==> src/rtl/abro_multi_fsm.sv <==
//------------------------------------------------------------------------------
// abro_multi_fsm
//   N-input await-all/emit/restart controller with sticky arrival mask,
//   saturating completion counter and optional wait timeout
//   (enabled by defining ABRO_MULTI_TIMEOUT_EN).
// Revision: 1.0 - initial release
//------------------------------------------------------------------------------
`default_nettype none

module abro_multi_fsm #(
  parameter int N       = 2,
  parameter int CNT_W   = 8,
  parameter int TIMEOUT = 16
) (
  input  logic             clk,
  input  logic             reset,
  input  logic             r,
  input  logic [N-1:0]     in,
  output logic             o,
  output logic [N-1:0]     seen,
  output logic [1:0]       state,
  output logic [CNT_W-1:0] done_count,
  output logic             timeout
);

  typedef enum logic [1:0] {
    S_WAIT    = 2'b00,
    S_HOLD    = 2'b01,
    S_EXPIRED = 2'b10,
    S_UNUSED  = 2'b11
  } state_e;

  if (TIMEOUT < 2) begin : g_bad_timeout
    $error("abro_multi_fsm: TIMEOUT must be >= 2");
  end

  state_e           state_q, state_d;
  logic [N-1:0]     seen_q, seen_d;
  logic             o_q, o_d;
  logic [CNT_W-1:0] cnt_q, cnt_d;
  logic             to_d;
  logic [N-1:0]     w_merged;
  logic             w_all;

  assign w_merged = seen_q | in;
  assign w_all    = &w_merged;

`ifdef ABRO_MULTI_TIMEOUT_EN
  localparam int TMR_W = $clog2(TIMEOUT + 1);
  logic [TMR_W-1:0] timer_q, timer_d;
  logic             to_q;
`endif

  always_comb begin
    state_d = state_q;
    seen_d  = seen_q;
    o_d     = 1'b0;
    to_d    = 1'b0;
    cnt_d   = cnt_q;
`ifdef ABRO_MULTI_TIMEOUT_EN
    timer_d = timer_q;
`endif
    case (state_q)
      S_WAIT: begin
        if (r) begin
          // Restart outranks a completion arriving on the same edge.
          seen_d = '0;
`ifdef ABRO_MULTI_TIMEOUT_EN
          timer_d = '0;
`endif
        end else if (w_all) begin
          state_d = S_HOLD;
          o_d     = 1'b1;
          seen_d  = '0;
          if (cnt_q != {CNT_W{1'b1}}) cnt_d = cnt_q + CNT_W'(1);
`ifdef ABRO_MULTI_TIMEOUT_EN
          timer_d = '0;
`endif
        end else begin
          seen_d = w_merged;
`ifdef ABRO_MULTI_TIMEOUT_EN
          if (seen_q != '0) begin
            if (timer_q == TMR_W'(TIMEOUT - 1)) begin
              state_d = S_EXPIRED;
              to_d    = 1'b1;
              seen_d  = '0;
              timer_d = '0;
            end else begin
              timer_d = timer_q + TMR_W'(1);
            end
          end
`endif
        end
      end
      S_HOLD, S_EXPIRED: begin
        seen_d = '0;
        if (r) begin
          state_d = S_WAIT;
`ifdef ABRO_MULTI_TIMEOUT_EN
          timer_d = '0;
`endif
        end
      end
      default: begin
        state_d = S_WAIT;
        seen_d  = '0;
`ifdef ABRO_MULTI_TIMEOUT_EN
        timer_d = '0;
`endif
      end
    endcase
  end

  always_ff @(posedge clk or posedge reset) begin
    if (reset) begin
      state_q <= S_WAIT;
      seen_q  <= '0;
      o_q     <= 1'b0;
      cnt_q   <= '0;
    end else begin
      state_q <= state_d;
      seen_q  <= seen_d;
      o_q     <= o_d;
      cnt_q   <= cnt_d;
    end
  end

`ifdef ABRO_MULTI_TIMEOUT_EN
  always_ff @(posedge clk or posedge reset) begin
    if (reset) begin
      timer_q <= '0;
      to_q    <= 1'b0;
    end else begin
      timer_q <= timer_d;
      to_q    <= to_d;
    end
  end
  assign timeout = to_q;
`else
  assign timeout = 1'b0;
`endif

  assign o          = o_q;
  assign seen       = seen_q;
  assign state      = state_q;
  assign done_count = cnt_q;

endmodule

`default_nettype wire

==> config.mk <==
export PLATFORM = sky130hd
export DESIGN_NAME = abro_multi_fsm
export DESIGN_NICKNAME = d
export VERILOG_FILES = /design/src/rtl/abro_multi_fsm.sv
export SDC_FILE = /design/constraint.sdc
export NUM_CORES = 1
export LEC_CHECK = 0
export CAP_MARGIN = 20
export CORE_AREA = 2 2 39 41
export CTS_CLUSTER_SIZE = 28
export DETAILED_ROUTE_END_ITERATION = 12
export DIE_AREA = 0 0 41 43
export PLACE_DENSITY = 0.78
export RECOVER_POWER = 50
export SYNTH_ARGS = -nofsm -noshare
export SYNTH_HDL_FRONTEND = slang
export SYNTH_SLANG_ARGS = --single-unit
==> constraint.sdc <==
create_clock -name clk -period 4.38 [get_ports clk]
set_clock_uncertainty 0.1 [all_clocks]
set_input_delay 1.314 -clock clk [delete_from_list [all_inputs] [get_ports clk]]
set_output_delay 1.314 -clock clk [all_outputs]
set_load 0.03 [all_outputs]
=== After elaboration in Yosys (flattened, before gate mapping) ===
Index checks and enable logic that the tools add are counted.

* Add/sub/neg operators: 1
* Multipliers: 0
* Divide/modulo/power cells: 0
* Magnitude comparators: 0
* Eq/ne operators: 6
* Shift-type cells: 0
* Muxes and demuxes: 10
* Bitwise logic cells: 2
* Reduce and logical (&&, ||, !) cells: 5

{| class="wikitable"
|+ Operator list
! operator !! number
|-
| two-way mux 2 bit || 6
|-
| adder 8 x 1 -> 8 bit, second input constant || 1
|-
| inequality test 8 bit, second input constant || 1
|-
| inequality test 2 bit, second input constant || 3
|-
| AND reduction 5 bit || 1
|-
| case mux 2 bit (2 select lines) || 1
|-
| two-way mux 1 bit || 3
|-
| AND reduction 3 bit || 1
|-
| equality test 2 x 1 -> 1 bit, second input constant || 1
|-
| equality test 2 bit, second input constant || 1
|-
| zero test 2 bit || 1
|-
| bitwise OR 2 bit || 1
|-
| AND reduction 2 bit || 1
|-
| OR reduction 2 bit || 1
|-
| NOT 1 bit || 1
|}

* Register bits after elaboration: 13
* Bits in latches: 0
* Bits in writable memories: 0
* Memory bits (read-only): 0
* Output and inout port bits: 14
* Word-level logic and storage cells: 28
* Memories kept: 0

=== Longest topological paths before layout ===
* Depth after elaboration: 5
* Mapped depth: 4
* Mapped depth without buffers: 4

=== Worst setup path after synthesis ===
OpenSTA, ideal clock, no wires.

* Path kind: input to register
* From: input r
* To: register cnt_q[5], in the netlist done_count[5]
* Data arrival time: 2.251 ns
* Data required time: 4.152 ns
* Path slack: 1.901 ns
* Stages: 4
* Buffers on the path: 1
* Path through: or2_1 -> buf_6 -> nor4_1 -> mux2_1

* Cells in the longest elaborated chain, start to end: 2

{| class="wikitable"
|+ Ends and longest elaborated chain
! item !! RTL line !! RTL
|-
| start: declaration || 17 || <nowiki>input logic r,</nowiki>
|-
| NOT 1 bit (no line) || - ||
|-
| AND reduction 5 bit (no line) || - ||
|-
| end signal: assignment || 124 || <nowiki>cnt_q <= cnt_d;</nowiki>
|-
| end: declaration || 40 || <nowiki>logic [CNT_W-1:0] cnt_q, cnt_d;</nowiki>
|}

Every way passes these cells.
A chain may end at the register's enable or synchronous reset.

=== Worst setup path in the final report ===
Same ends and word-level chain as after synthesis.

==> results.json <==
{
  "status": "finished, final reports clean",
  "synth.yosys.seq_area_share_pct": 50.0,
  "grt_pass1_wl_um": 1710,
  "r2r_cells": 3,
  "synth_cell_types": 21,
  "hold_class": "flop to flop",
  "antenna_left": 0,
  "io_pins": 19,
  "port_buffers": 16,
  "cap_viol_max_count": 0,
  "grt_start_max_net_pins": 13,
  "max_freq_mhz": 342,
  "grt_util_met3_pct": 4.71,
  "areaGrowthSynthToFinish_pct": 30.0,
  "dp_cells": 89,
  "post_cts.repair.setup_buffers": 0,
  "min_from": "seen[1]",
  "rrSetupSlack_ps": 2640,
  "via_count": 492,
  "final_common_cell": "clkdlybuf4s50_1",
  "grt_remaining_overflow": 0,
  "drt_iter0_drc": 10,
  "core_um2": 1380,
  "synthCells": 59,
  "grt_pass1_vias": 405,
  "finalSetupTns_ps": 0,
  "path_class": "input port to flop",
  "wl_um": 1090,
  "path_max_fanout": 9,
  "layout_setup_ws_ps": 1450,
  "holdPathEnd": "seen[0]",
  "period_needed_ps": 2930,
  "slew_violations": 0,
  "use_met1_pct": 20.2,
  "synth_area_um2": 601,
  "met2_usage_pct": 19.7,
  "dp_hpwl_um": 842,
  "crit-reg2reg-capture": "done_count[5]",
  "fillers": 133,
  "cts_resized": 0,
  "clkSlewWorstSetupHoldPaths_ps": 70,
  "dieArea_um2": 1760,
  "placed_cell_area_um2": 758,
  "final_area_um2": 781,
  "vdd_ir_drop_max_v": 0.000413,
  "fin_nets": 84,
  "layout-drive-gt1-share_pct": 9.21,
  "grt_antenna_before_repair": 0,
  "wl_per_cell_um": 11.8,
  "numCtsBuffers": 3,
  "finalNonFillerCells": 92,
  "rsz0062_at_grt": "false",
  "start_util_pct": 43.4,
  "setup.worst_path.start": "r",
  "first_pass_iters": 4,
  "cts_htree_levels": 1,
  "die_w_um": 41,
  "worstPathRequired_ps": 4440,
  "end_kind": "flop",
  "p_per_area_nw_per_um2": 488,
  "synth_warnings": 0,
  "cts.sinks": 12,
  "root_buffer": "clkbuf_4",
  "gp_congestion": 0.852,
  "r2r-start": "state[0]",
  "num_rows": 14,
  "arrival_ps": 2990,
  "gr-usage-all-layers_pct": 14.7,
  "cp-start-kind": "input port",
  "syn_area_per_cell_um2": 10.2,
  "top_usage_layer": "met1",
  "hold_depth": 1,
  "setup_viol": 0,
  "via_per_inst": 5.35,
  "insertion_delay_ps": 270,
  "timing.final.crit_share_pct": 66.8,
  "drc": 0,
  "insertedDiodeCount": 0,
  "cts_tree": "yes",
  "synth-seq-cells": 12,
  "layout.cells.most_common_list": "13 x clkdlybuf4s50_1, 12 x dfrtp_1, 6 x nor2_1, 5 x nand2_1",
  "p_leak_nw": 0.325,
  "clk_path_buf_depth": 2,
  "cts_hold_buf": 0,
  "pre_cts_slack_ps": 1340,
  "hold_viol_final": 0,
  "dieHeight_um": 43
}
through the flow:
stage	utilization, %	power, mW	hold slack, ps
after floorplan	-	0.256	564
after global placement	54.8	0.313	393
after detailed placement	54.8	0.315	402
after CTS	56.4	0.385	412
after global routing	56.4	0.402	428
final	56.4	0.381	415
kinds of logic (layout without fill, tap and decap cells):
logic type | count (synthesis) | count (layout) | share of synthesized area (%)
AO/OA/AOI/OAI | 6 | 6 | 6.25
XOR/XNOR | 1 | 1 | 1.46
adder cells (fa/ha/maj) | 1 | 1 | 2.08
buffers and inverters | 6 | 22 | 6.25
flip-flops | 12 | 12 | 50.0
multiplexers | 7 | 7 | 13.1
other | 1 | 2 | 0.624
AND/OR/NAND/NOR | 25 | 25 | 20.2
state kept, by name, summed over array words and instances (netlist names):
register and flops:
done_count 8, o 1, state 1, seen 2
per-layer routing:
metal,wire length (µm),vias up
li1,-,249
met1,517,219
met2,475,21
met3,72,3
met4,21,0
met5,0,-
worst max-delay path by stage:
stage / slack, ps / to
after floorplan: 1900 / done_count[5]
after global placement: 1380 / done_count[7]
after detailed placement: 1340 / done_count[5]
after CTS: 1530 / done_count[4]
after global routing: 1340 / done_count[5]
final: 1450 / done_count[5]
power breakdown:
part | switching, mW | total (mW) | internal, mW
clock | 0.0362 | 0.0681 | 0.0319
sequential | 0.0279 | 0.161 | 0.133
combinational | 0.0851 | 0.152 | 0.0666
layout make-up:
cell class	instances	area (µm²)	share of cell area (%)
Timing Repair Buffer	16	160	20.5
Tap cell	16	20.0	2.56
Inverter	3	11.3	1.44
Multi-Input combinational cell	42	267	34.1
Sequential cell	12	300	38.5
Clock buffer	3	22.5	2.88
synthesized netlist by cell type:
cell type	count	area, µm²
nand3_1	3	15.0
mux2_1	3	33.8
nor2_1	6	22.5
o21ai_0	3	15.0
nand4_1	2	12.5
inv_1	3	11.3
conb_1	1	3.75
nor3_1	3	15.0
o22a_1	1	8.76
dfrtp_1	12	300
mux2_2	4	45.0
ha_1	1	12.5
or2_1	1	6.26
buf_6	1	11.3
nand2b_1	1	6.26
buf_4	2	15.0
xnor2_1	1	8.76
o211ai_1	1	7.51
nor4_1	4	25.0
o22ai_1	1	6.26
nand2_1	5	18.8
worst max-delay path: stages:
cell,delay (ps)
dlygate4sd3_1,570
or2_0,350
nor4_1,400
mux2_1,350
Note: power is estimated with default switching activity, not from simulation.
